File: config.mk
export PLATFORM = sky130hd
export DESIGN_NAME = led_pattern_sequencer_flat
export DESIGN_NICKNAME = d
export VERILOG_FILES = /design/src/rtl/led_pattern_sequencer_if.sv /design/src/rtl/led_pattern_sequencer.sv /design/src/flat_wrapper.sv
export SDC_FILE = /design/constraint.sdc
export NUM_CORES = 1
export LEC_CHECK = 0
export BUFFER_PORTS_ARGS = -buffer_cell sky130_fd_sc_hd__buf_2
export CAP_MARGIN = 20
export CORE_MARGIN = 2
export CORE_UTILIZATION = 40
export CTS_CLUSTER_DIAMETER = 60
export DETAILED_ROUTE_END_ITERATION = 8
export REMOVE_ABC_BUFFERS = 1
export SLEW_MARGIN = 0
export SYNTH_ARGS = -nofsm -noshare
export SYNTH_HDL_FRONTEND = slang
export SYNTH_SLANG_ARGS = --single-unit
export TNS_END_PERCENT = 50
File: constraint.sdc
create_clock -name CLOCK_50 -period 1.87 [get_ports CLOCK_50]
set_input_delay 0 -clock CLOCK_50 [delete_from_list [all_inputs] [get_ports CLOCK_50]]
set_output_delay 0 -clock CLOCK_50 [all_outputs]
set_load 0.05 [all_outputs]
File: src/rtl/led_pattern_sequencer_if.sv
// Control/status bundle between the board-input conditioning and the LED sequencer.
interface led_pattern_sequencer_if #(
    parameter int N_LEDS = 8
);
    logic              start_stop;
    logic              clear;
    logic [1:0]        mode;
    logic [1:0]        rate;
    logic [N_LEDS-1:0] LEDG;
    logic              running;
    logic              tick;

    modport master (
        output start_stop, clear, mode, rate,
        input  LEDG, running, tick
    );

    modport slave (
        input  start_stop, clear, mode, rate,
        output LEDG, running, tick
    );
endinterface

File: src/rtl/led_pattern_sequencer.sv
// Animated LED pattern sequencer: prescaled step tick, IDLE/RUN/PAUSE control,
// four pattern modes (blink, chase, bounce, binary count). All outputs registered.
module led_pattern_sequencer #(
    parameter int N_LEDS     = 8,
    parameter int PRESCALE_W = 20
) (
    input  logic                    CLOCK_50,
    input  logic                    RESET,
    led_pattern_sequencer_if.slave  bus
);

    localparam int CNT_W = PRESCALE_W + 3;

    typedef enum logic [1:0] {
        IDLE  = 2'd0,
        RUN   = 2'd1,
        PAUSE = 2'd2
    } state_t;

    typedef enum logic [1:0] {
        M_BLINK  = 2'd0,
        M_CHASE  = 2'd1,
        M_BOUNCE = 2'd2,
        M_COUNT  = 2'd3
    } mode_t;

    state_t            state_q;
    logic [N_LEDS-1:0] led_q;
    logic [CNT_W-1:0]  cnt_q;
    logic              dir_up_q;
    logic [1:0]        mode_q;
    logic              running_q;
    logic              tick_q;

    logic [N_LEDS-1:0] init_pat;
    logic [N_LEDS-1:0] step_pat;
    logic              step_dir_up;
    logic [CNT_W-1:0]  tc;
    logic              mode_chg;

    // Terminal count for the selected rate; rate 3 wraps to all-ones in CNT_W bits.
    always_comb begin
        tc = (CNT_W'(1) << (PRESCALE_W + int'(rate_u()))) - CNT_W'(1);
    end

    function automatic logic [1:0] rate_u();
        return bus.rate;
    endfunction

    // Initial pattern of the currently selected mode (used on start and on mode change).
    always_comb begin
        init_pat = '0;
        case (mode_t'(bus.mode))
            M_BLINK:  init_pat = '1;
            M_CHASE:  init_pat = N_LEDS'(1);
            M_BOUNCE: init_pat = N_LEDS'(1);
            M_COUNT:  init_pat = '0;
            default:  init_pat = '0;
        endcase
    end

    // Next pattern and bounce direction for a tick edge, from the held pattern.
    always_comb begin
        step_pat    = led_q;
        step_dir_up = dir_up_q;
        case (mode_t'(mode_q))
            M_BLINK:  step_pat = ~led_q;
            M_CHASE:  step_pat = {led_q[N_LEDS-2:0], led_q[N_LEDS-1]};
            M_BOUNCE: begin
                if (dir_up_q) begin
                    step_pat    = led_q << 1;
                    step_dir_up = ~step_pat[N_LEDS-1];
                end else begin
                    step_pat    = led_q >> 1;
                    step_dir_up = step_pat[0];
                end
            end
            M_COUNT:  step_pat = led_q + N_LEDS'(1);
            default:  step_pat = led_q;
        endcase
    end

    assign mode_chg = (bus.mode != mode_q);

    // Control FSM with prescaler, pattern and direction registers; clear beats everything but RESET,
    // and a mode change in RUN/PAUSE reloads the pattern without changing state.
    always_ff @(posedge CLOCK_50) begin
        if (RESET) begin
            state_q   <= IDLE;
            led_q     <= '0;
            cnt_q     <= '0;
            dir_up_q  <= 1'b1;
            mode_q    <= '0;
            running_q <= 1'b0;
            tick_q    <= 1'b0;
        end else begin
            tick_q <= 1'b0;
            mode_q <= bus.mode;
            if (bus.clear) begin
                state_q   <= IDLE;
                led_q     <= '0;
                cnt_q     <= '0;
                dir_up_q  <= 1'b1;
                running_q <= 1'b0;
            end else begin
                case (state_q)
                    IDLE: begin
                        cnt_q <= '0;
                        if (bus.start_stop) begin
                            state_q   <= RUN;
                            led_q     <= init_pat;
                            dir_up_q  <= 1'b1;
                            running_q <= 1'b1;
                        end
                    end
                    RUN: begin
                        if (mode_chg) begin
                            led_q    <= init_pat;
                            cnt_q    <= '0;
                            dir_up_q <= 1'b1;
                        end else if (bus.start_stop) begin
                            state_q   <= PAUSE;
                            running_q <= 1'b0;
                        end else if (cnt_q >= tc) begin
                            cnt_q    <= '0;
                            led_q    <= step_pat;
                            dir_up_q <= step_dir_up;
                            tick_q   <= 1'b1;
                        end else begin
                            cnt_q <= cnt_q + CNT_W'(1);
                        end
                    end
                    PAUSE: begin
                        if (mode_chg) begin
                            led_q    <= init_pat;
                            cnt_q    <= '0;
                            dir_up_q <= 1'b1;
                        end else if (bus.start_stop) begin
                            state_q   <= RUN;
                            running_q <= 1'b1;
                        end
                    end
                    default: begin
                        state_q   <= IDLE;
                        led_q     <= '0;
                        cnt_q     <= '0;
                        dir_up_q  <= 1'b1;
                        running_q <= 1'b0;
                    end
                endcase
            end
        end
    end

    assign bus.LEDG    = led_q;
    assign bus.running = running_q;
    assign bus.tick    = tick_q;

endmodule

File: src/flat_wrapper.sv
// flat-port wrapper written by rule: the top's interface ports become plain ports
module led_pattern_sequencer_flat 
#(
    parameter int N_LEDS     = 8,
    parameter int PRESCALE_W = 20
)
  (CLOCK_50, RESET, bus_start_stop, bus_clear, bus_mode, bus_rate, bus_LEDG, bus_running, bus_tick);
  led_pattern_sequencer_if #(.N_LEDS(N_LEDS)) bus_i ();
  input  logic CLOCK_50;
  input  logic RESET;
  input wire logic [$bits(bus_i.start_stop)-1:0] bus_start_stop;
  input wire logic [$bits(bus_i.clear)-1:0] bus_clear;
  input wire logic [$bits(bus_i.mode)-1:0] bus_mode;
  input wire logic [$bits(bus_i.rate)-1:0] bus_rate;
  output wire logic [$bits(bus_i.LEDG)-1:0] bus_LEDG;
  output wire logic [$bits(bus_i.running)-1:0] bus_running;
  output wire logic [$bits(bus_i.tick)-1:0] bus_tick;
  assign bus_i.start_stop = bus_start_stop;
  assign bus_i.clear = bus_clear;
  assign bus_i.mode = bus_mode;
  assign bus_i.rate = bus_rate;
  assign bus_LEDG = bus_i.LEDG;
  assign bus_running = bus_i.running;
  assign bus_tick = bus_i.tick;
  led_pattern_sequencer #(.N_LEDS(N_LEDS), .PRESCALE_W(PRESCALE_W)) u_core (.CLOCK_50(CLOCK_50), .RESET(RESET), .bus(bus_i));
endmodule
Yosys cells after proc, flatten, opt, wreduce, memory -nomap -nowiden
Index checks and enable logic that the tools add are counted.
Cells by class
  $add $sub $neg: 4
  bitwise operators: 3
  muxes and demuxes: 33
  reduce and logical (&&, ||, !) cells: 10
  eq/ne operators: 17
  shift-type cells: 1
  $lt $le $gt $ge: 1
Operator list (count)
  $mux 23: 4
  $mux 8: 6
  $pmux 8 s3: 2
  $pmux 23 s2: 1
  $pmux 8 s4: 1
  $shl 1x32->23 const A: 1
  $add 23x1->23 const B: 1
  $ge 23x23->1: 1
  $sub 23x2->23 const B: 1
  $mux 1: 12
  $eq 2x2->1 const B: 5
  $add 8x1->8 const B: 1
  $mux 2: 4
  $ne 2x2->1 const B: 4
  $not 8->8: 1
  $add 5x2->6 const A: 1
  $eq 2x1->1 const B: 3
  $logic_not 2->1: 3
  $ne 3x1->1 const B: 2
  $pmux 1 s3: 2
  $pmux 2 s3: 1
  $reduce_and 5->1: 1
  $reduce_or 5->1: 1
  $reduce_and 4->1: 1
  other kinds (7): 9
Storage, ports and cells
  register bits: 38
  output and inout bits: 10
  word-level logic and storage cells: 76
  input bits: 8

Longest topological paths before layout
Gate-level depths: netlist (run 1).
  word-level depth: 8
  depth in mapped cells: 9
  gate-level depth less buffers: 8

Worst setup path before layout (run 1)
No wires, ideal clock.
  path kind: register -> register
  start: reg u_core.led_q[2], in the netlist u_core.bus.LEDG[2]
  end: reg u_core.led_q[4], in the netlist u_core.bus.LEDG[4]
  slack: -55 ps
  library setup time: 86 ps
  stages on the path, launching flop included: 8
  data arrival time: 1839 ps
  buffers on the path: 1
  period minus slack after synthesis: 1925 ps
  required time: 1784 ps
  cells stage by stage: dfxtp_1 clkbuf_1 and2_1 a21oi_1 o211a_1 a311oi_1 nor3_1 a211oi_1
On the way
  longest elaborated chain between the ends: 6
Ends and longest elaborated chain
  from (decl): RTL line led_pattern_sequencer.sv:28  | logic [N_LEDS-1:0] led_q;
  from (signal assigned): RTL line led_pattern_sequencer.sv:111  | led_q <= init_pat;
  from (signal assigned): RTL line led_pattern_sequencer.sv:118  | led_q <= init_pat;
  from (signal assigned): RTL line led_pattern_sequencer.sv:126  | led_q <= step_pat;
  $add 8x1->8: RTL line led_pattern_sequencer.sv:78  | M_COUNT: step_pat = led_q + N_LEDS'(1);
  $pmux 8 s4: RTL line led_pattern_sequencer.sv:66  | case (mode_t'(mode_q))
  $mux 8: RTL line led_pattern_sequencer.sv:124  | end else if (cnt_q >= tc) begin
  $mux 8: RTL line led_pattern_sequencer.sv:121  | end else if (bus.start_stop) begin
  $mux 8: RTL line led_pattern_sequencer.sv:117  | if (mode_chg) begin
  $pmux 8 s3: RTL line led_pattern_sequencer.sv:106  | case (state_q)
Every way passes these cells. The select of a mux whose other input is x is not followed.
A chain may end at the register's enable or synchronous reset.

Worst setup path in the final report (run 1)
  start: reg u_core.cnt_q[22]
  end: reg u_core.led_q[0], in the netlist u_core.bus.LEDG[0]
On the way
  longest elaborated chain between the ends: 3
Ends and longest elaborated chain
  from (decl): RTL line led_pattern_sequencer.sv:29  | logic [CNT_W-1:0] cnt_q;
  from (signal assigned): RTL line led_pattern_sequencer.sv:130  | cnt_q <= cnt_q + CNT_W'(1);
  $ge 23x23->1: RTL line led_pattern_sequencer.sv:124
  $ne 3x1->1 (no source line)
  $reduce_and 4->1 (no source line)
  to (signal assigned): RTL line led_pattern_sequencer.sv:118
  to (signal assigned): RTL line led_pattern_sequencer.sv:126
  to (signal assigned): RTL line led_pattern_sequencer.sv:135  | led_q <= init_pat;
Every way passes these cells.

==> results of run 1 <==
## layout by cell type (no fill, tap or decap), types with 2 or more instances in the layout
master | netlist | layout
ha_1 | 5 | 2
and3_1 | 2 | 2
clkbuf_8 | 3 | 6
o211ai_1 | 3 | 3
buf_2 | 5 | 17
ha_4 | 0 | 3
dlygate4sd3_1 | 0 | 2
and2_1 | 5 | 4
xor2_1 | 13 | 13
xnor2_2 | 1 | 2
a41o_1 | 4 | 4
nor2_1 | 39 | 38
a2111o_1 | 2 | 2
nand4_1 | 12 | 12
dfxtp_2 | 0 | 5
or3_1 | 2 | 2
and3_2 | 2 | 2
dfxtp_1 | 38 | 33
mux2i_1 | 2 | 2
nor2_2 | 1 | 2
a211oi_1 | 3 | 2
o211a_1 | 3 | 3
inv_1 | 8 | 8
nand3_1 | 12 | 12
a21oi_1 | 26 | 26
o22ai_1 | 3 | 3
nand2_1 | 26 | 26
nor3_1 | 9 | 9
a31oi_1 | 4 | 4
and4_4 | 2 | 2
o21ai_1 | 0 | 4
xnor2_1 | 10 | 9
buf_4 | 1 | 38
nor2b_1 | 4 | 3
nand2b_1 | 6 | 5
o21ai_0 | 14 | 10
## routing by layer
layer	routed length (microns)	vias up
met5	0	-
met4	76	0
met1	2830	1081
met3	326	9
li1	-	1162
met2	2620	69
## registers in the layout (all words and copies together) (netlist names)
signal and count:
u_core.bus.LEDG 8, u_core.bus.running 1, u_core.bus.tick 1, u_core.cnt_q 23
u_core.dir_up_q 1, u_core.mode_q 2, u_core.state_q 2
## layout make-up
cell class	count	area share (%)
multi-input cells	236	52.7
repair buffers	58	13.9
flip-flops and latches	38	26.1
well taps	75	3.19
clock inverters	1	0.170
inverters	8	1.02
clock buffers	7	2.93
## power breakdown
part           total (mW)  internal [mW]  switching (mW)
clock               0.582          0.297           0.285
combinational       0.284          0.116           0.168
sequential          0.839          0.821          0.0171
total                1.71           1.24           0.470
## logic make-up after synthesis
family	Yosys count	share of synthesized area [%]
buf+inv	27	6.18
flops	38	31.8
simple gates	131	27.9
fa+ha+maj	5	2.62
xor+xnor	24	9.11
compound gates	74	21.5
mux	2	0.838
## metrics by stage
stage / setup slack [ps] / util (%) / std cells / instance area, sq um
after floorplan: -109 / - / 282 / 2270
after global placement: -13.1 / 47.0 / 412 / 2750
after detailed placement: -67.5 / 47.0 / 412 / 2750
after CTS: 0.573 / 49.2 / 422 / 2880
after global routing: -74.1 / 50.3 / 423 / 2940
final: 20.7 / 50.3 / 423 / 2940
## what timing repair did
item,4_1_cts,5_1_grt
setup buffers,0,1
gates resized for setup,4,15
endpoints found under the hold margin,3,0
hold buffers,2,0
endpoints found under the setup margin,6,32
cloned,0,0
pin swaps,2,8
## worst min-delay path by stage
stage | from | endpoint | slack [ps] | cells past startpoint
detailed placement | RESET | u_core.mode_q[1]$_SDFF_PP0_ | 210 | 2
CTS | bus_mode[1] | u_core.mode_q[1]$_SDFF_PP0_ | 40 | 2
global placement | RESET | u_core.mode_q[1]$_SDFF_PP0_ | 200 | 2
global route | bus_mode[0] | u_core.mode_q[0]$_SDFF_PP0_ | 60 | 2
floorplan | RESET | u_core.mode_q[0]$_SDFF_PP0_ | 70 | 1
finish | bus_mode[0] | u_core.mode_q[0]$_SDFF_PP0_ | 60 | 2
## Yosys cell counts, types with 4 or more instances
library cell   n  share of area, %
nand2b_1       6               1.6
nand2_1       26               4.1
a41o_1         4               1.7
ha_1           5               2.6
nor2_1        39               6.1
a31oi_1        4               1.0
xor2_1        13               4.8
nor2b_1        4               1.0
inv_1          8               1.3
o21ai_0       14               2.9
buf_2          5               1.0
and2_1         5               1.3
xnor2_1       10               3.7
clkbuf_1       8               1.3
nand4_1       12               3.1
nand3_1       12               2.5
nor3_1         9               1.9
dfxtp_1       38                32
a21oi_1       26               5.4
==> qor.yml, run 1 <==
power:
  p_total_mw: 1.71
  p_leak_nw: 1.14
  power.density_nw_per_um2: 579
  peakVddDrop_mv: 0.456
worst_setup_path:
  cpLargestDelayFamily: "compound AO/OA/AOI/OAI gates"
  cp_slowest_cell: "a211o_4"
  critPathKind: "reg2reg"
  critical_path.endpoint_type: "register"
  crit_buf_inv: 0
  rrSetupSlack_ps: 20
  required_ps: 2060
  worstReg2RegStart: "u_core.cnt_q[22]$_SDFFE_PP0P_"
  cp_max_fo: 5
  critPathMaxStageDelay_ps: 390
  start_kind: "register"
  r2r-end: "u_core.bus.LEDG[0]$_SDFFE_PP0P_"
  ff2ff_path_depth: 7
  cp.depth: 7
  cp.arrival_ps: 2040
  endpoint: "u_core.bus.LEDG[0]$_SDFFE_PP0P_"
  path_cells: "ha_4, nand4_1, nor2_2, a31oi_4, a211o_4, and3_4, a41o_1"
  setup.worst_path.start: "u_core.cnt_q[22]$_SDFFE_PP0P_"
sta:
  final_max_slew_viol_count: 0
  finalHoldWorstSlack_ps: 58.6
  period_minus_slack_ps: 1850
  rsz0062_at_grt: "yes"
  post-route-period-util_pct: 98.9
  finalHoldViolations: 0
  finalSetupViolCount: 0
  fmax_mhz: 541
  worst_pin_slew_ps: 400
  max_slew_margin_pct: 73.3
  fin_tns_setup_ps: 0
  clock_skew_ps: 3.81
synthesis:
  synth.cell_area_sq_um: 2390
  yosysUniqueCellTypes: 55
  synth_edf_count: 0
  synth-seq-area-share_pct: 31.8
  async_flop_share_pct: 0
  ys_ff_latch: 38
  yosys_warnings: 0
  avgSynthCellArea_sq_um: 7.94
  synth_ff_type: "dfxtp_1"
  syn-instance-count: 301
floorplanning:
  ioPinCount: 18
  fp.dieW_microns: 81.3
  start_util_pct: 40.8
  coreArea_sq_um: 5850
  rows: 28
  die-area_sq_um: 6610
  dieHeight_microns: 81.3
clock_network:
  clock_latency_ps: 290
  clock_path_buffers: 2
  cts_tree: "done"
  cts_max_level: 2
  clock_sinks: 38
  clk_pin_slew_ps: 70
  root_buffer: "clkbuf_8"
  cts_inserted_buffers: 5
route:
  ant_nets: 0
  totalWireLength_microns: 5850
  drc: 0
  post_drt_wl_per_cell_microns: 13.8
  viasPerCell: 5.49
  drt-pass1-iter-count: 5
  vias: 2321
  drt_iter0_drc: 204
final_layout:
  drive_gt1_share_pct: 26.1
  areaGrowthSynthToFinish_pct: 23.2
  fin_nets: 360
  antenna_cells: 0
  multi_input_area_sq_um: 1550
  seq_area_sq_um: 767
  nFillCells: 581
status:
  run_status: "finished clean"
grt:
  grt_max_degree: 24
  grt_pass1_wl_microns: 9760
  busiest_layer: "met2"
  first_global_vias: 2142
  antenna_found_initial: 0
  met1_usage_pct: 26.0
  met2_usage_pct: 29.1
  track_usage_pct: 18.8
  grt_overflow_total: 0
  met3_usage_pct: 4.44
place:
  port_buffers: 17
  hpwl_microns: 4240
  routabilityCongestion: 0.958
job:
  max-cap-violations: 0
worst_hold_path:
  hold_class: "in2reg"
(Power assumes the default switching activity.)
==> run 2: changes to the inputs <==
==> constraint.sdc (replaced) <==
create_clock -name CLOCK_50 -period 1.7 [get_ports CLOCK_50]
set_input_delay 0 -clock CLOCK_50 [delete_from_list [all_inputs] [get_ports CLOCK_50]]
set_output_delay 0 -clock CLOCK_50 [all_outputs]
set_load 0.05 [all_outputs]
==> qor.yml, run 2 (synthesis results as in run 1) <==
status:
  run_status: "finished with violations"
  violations: "setup timing"
sta:
  fin_tns_setup_ps: -3080  # -3080 ps
  clock_skew_ps: 4.89  # +1.08 ps
  rsz0062_at_grt: "yes"
  fmax_mhz: 526  # -2.8%
  setup_ws_ps: -203  # -223 ps
  period_minus_slack_ps: 1900  # +53.2 ps
  max_slew_margin_pct: 68.1  # -5.2 points
  final_max_slew_viol_count: 0  # unchanged
  finalHoldViolations: 0  # unchanged
  finalSetupViolCount: 32  # +32
  worst_pin_slew_ps: 472  # +72.1 ps
  post-route-period-util_pct: 112  # +13 points
  finalHoldWorstSlack_ps: 52.4  # -6.13 ps
place:
  placed_area_sq_um: 2970  # +8.1%
  hpwl_microns: 4610  # +8.6%
  port_buffers: 17  # unchanged
  routabilityCongestion: 0.904  # -5.6%
route:
  drt-pass1-iter-count: 5  # unchanged
  post_drt_wl_per_cell_microns: 14.4  # +4.1%
  vias: 2464  # +6.2%
  drt_iter0_drc: 217  # +6.4%
  drc: 0  # unchanged
  totalWireLength_microns: 6580  # +12%
  ant_nets: 0  # unchanged
  viasPerCell: 5.39  # -1.7%
final_layout:
  drive_gt1_share_pct: 38.0  # +12 points
  areaGrowthSynthToFinish_pct: 38.5
  final_cell_mix: "68 x buf_4, 36 x nor2_1, 26 x dfxtp_1"
  final_common_cell: "buf_4"
  antenna_cells: 0  # unchanged
  fin_nets: 394  # +9.4%
  design_area_sq_um: 3310  # +12%
  top_register: "u_core.cnt_q"
  largest_register_ffs: 23  # unchanged
clock_network:
  cts_max_level: 2  # unchanged
  clk_pin_slew_ps: 70  # about the same
  clock_sinks: 38  # unchanged
  cts_tree: "done"
  cts_inserted_buffers: 5  # unchanged
  clock_path_buffers: 2  # unchanged
  clock_latency_ps: 290  # about the same
  root_buffer: "clkbuf_8"
floorplanning:
  coreArea_sq_um: 5850  # unchanged
  die-area_sq_um: 6610  # unchanged
  start_util_pct: 40.8  # unchanged
  fp.dieW_microns: 81.3  # unchanged
  ioPinCount: 18  # unchanged
  rows: 28  # unchanged
  dieHeight_microns: 81.3  # unchanged
grt:
  track_usage_pct: 21.1  # +2.3 points
  grt_overflow_total: 0  # unchanged
  grt_max_degree: 18  # -25%
  antenna_found_initial: 0  # unchanged
  first_global_vias: 2307  # +7.7%
  grt_pass1_wl_microns: 10900  # +11%
worst_setup_path:
  cp.arrival_ps: 2090  # +50 ps
  start_kind: "register"
  worstReg2RegStart: "u_core.cnt_q[21]$_SDFFE_PP0P_"
  critPathKind: "reg2reg"
  critical_path.endpoint_type: "register"
  setup.worst_path.start: "u_core.cnt_q[21]$_SDFFE_PP0P_"
  cp_max_fo: 4  # -1
  required_ps: 1890  # -170 ps
worst_hold_path:
  hold_class: "in2reg"
  hp-start: "bus_mode[0]"
power:
  switching_share_pct: 28.5  # +0.90 points
  p_sw_mw: 0.555  # +18%
  peakVddDrop_mv: 0.467  # +2.4%
  power_frac_seq_pct: 47.2  # -2.0 points
  p_leak_nw: 1.35  # +18%
  power_frac_comb_pct: 19.4  # +2.7 points
  clockPowerShare_pct: 33.4  # -0.8 points
  p_int_mw: 1.40  # +13%
  power.density_nw_per_um2: 589  # +1.8%
job:
  max-cap-violations: 0  # unchanged
==> run 2: cell types whose count changed in the layout (fill, tap and decap cells not counted), sizes merged <==
cell,previous run,this run
buf,56,90
==> run 2: layout make-up <==
cell class	count	area, sq um
tap	75	93.8
clock buffer	7	86.3
clock inverter	1	5.00
fill	514	2540
timing repair buffer	92	689
inverter	8	30.0
sequential	38	776
multi-input combinational	236	1630
==> run 2: routing by layer <==
layer	global-route usage [%]	vias to the layer above	part of all wire, %
met2	34.2	71	48
met4	6.95	0	1.2
met3	3.44	5	4.9
met5	0	-	0
met1	28.4	1154	46
li1	-	1234	-
==> run 2: worst paths after layout <==
path | depth (start not counted) | end | slack [ps]
hold reg to reg | 2 | u_core.cnt_q[10]$_SDFFE_PP0P_ | 490
setup reg to reg | 7 | u_core.bus.LEDG[0]$_SDFFE_PP0P_ | -200
hold / removal | 2 | u_core.mode_q[0]$_SDFF_PP0_ | 50
setup / recovery | 7 | u_core.bus.LEDG[0]$_SDFFE_PP0P_ | -200
==> run 2: critical path, stage by stage, from the launching register on <==
cell,delay [ps]
dfxtp_2,340
ha_4,260
nand4_1,120
nor2_2,180
a31oi_4,140
a211o_4,400
and3_4,160
a41o_1,200
==> run 2: power groups by stage <==
stage / logic, mW / clock network (mW) / registers, mW
after floorplan: 0.136 / 0 / 0.984
after global placement: 0.321 / 0 / 0.940
after detailed placement: 0.324 / 0 / 0.940
after CTS: 0.356 / 0.670 / 0.920
after global routing: 0.408 / 0.700 / 0.923
final: 0.379 / 0.652 / 0.921
==> run 2: metrics by stage <==
| stage | worst slack (ps) | utilization, % | power (mW) | std cells |
|---|---|---|---|---|
| after detailed placement | -245 | 50.8 | 1.26 | 440 |
| after floorplan | -279 | - | 1.12 | 282 |
| after global routing | -267 | 56.6 | 2.03 | 457 |
| after global placement | -184 | 50.8 | 1.26 | 440 |
| after CTS | -122 | 55.3 | 1.95 | 453 |
| final | -203 | 56.6 | 1.95 | 457 |
==> run 2: timing repair <==
| item | 4_1_cts | 5_1_grt |
|---|---|---|
| hold endpoints to repair | 3 | 0 |
| hold buffers | 2 | 0 |
| cloned | 0 | 0 |
| pin swaps | 20 | 9 |
| gates resized for setup | 36 | 10 |
| endpoints found under the setup margin | 32 | 32 |
| buffers inserted | 3 | 4 |
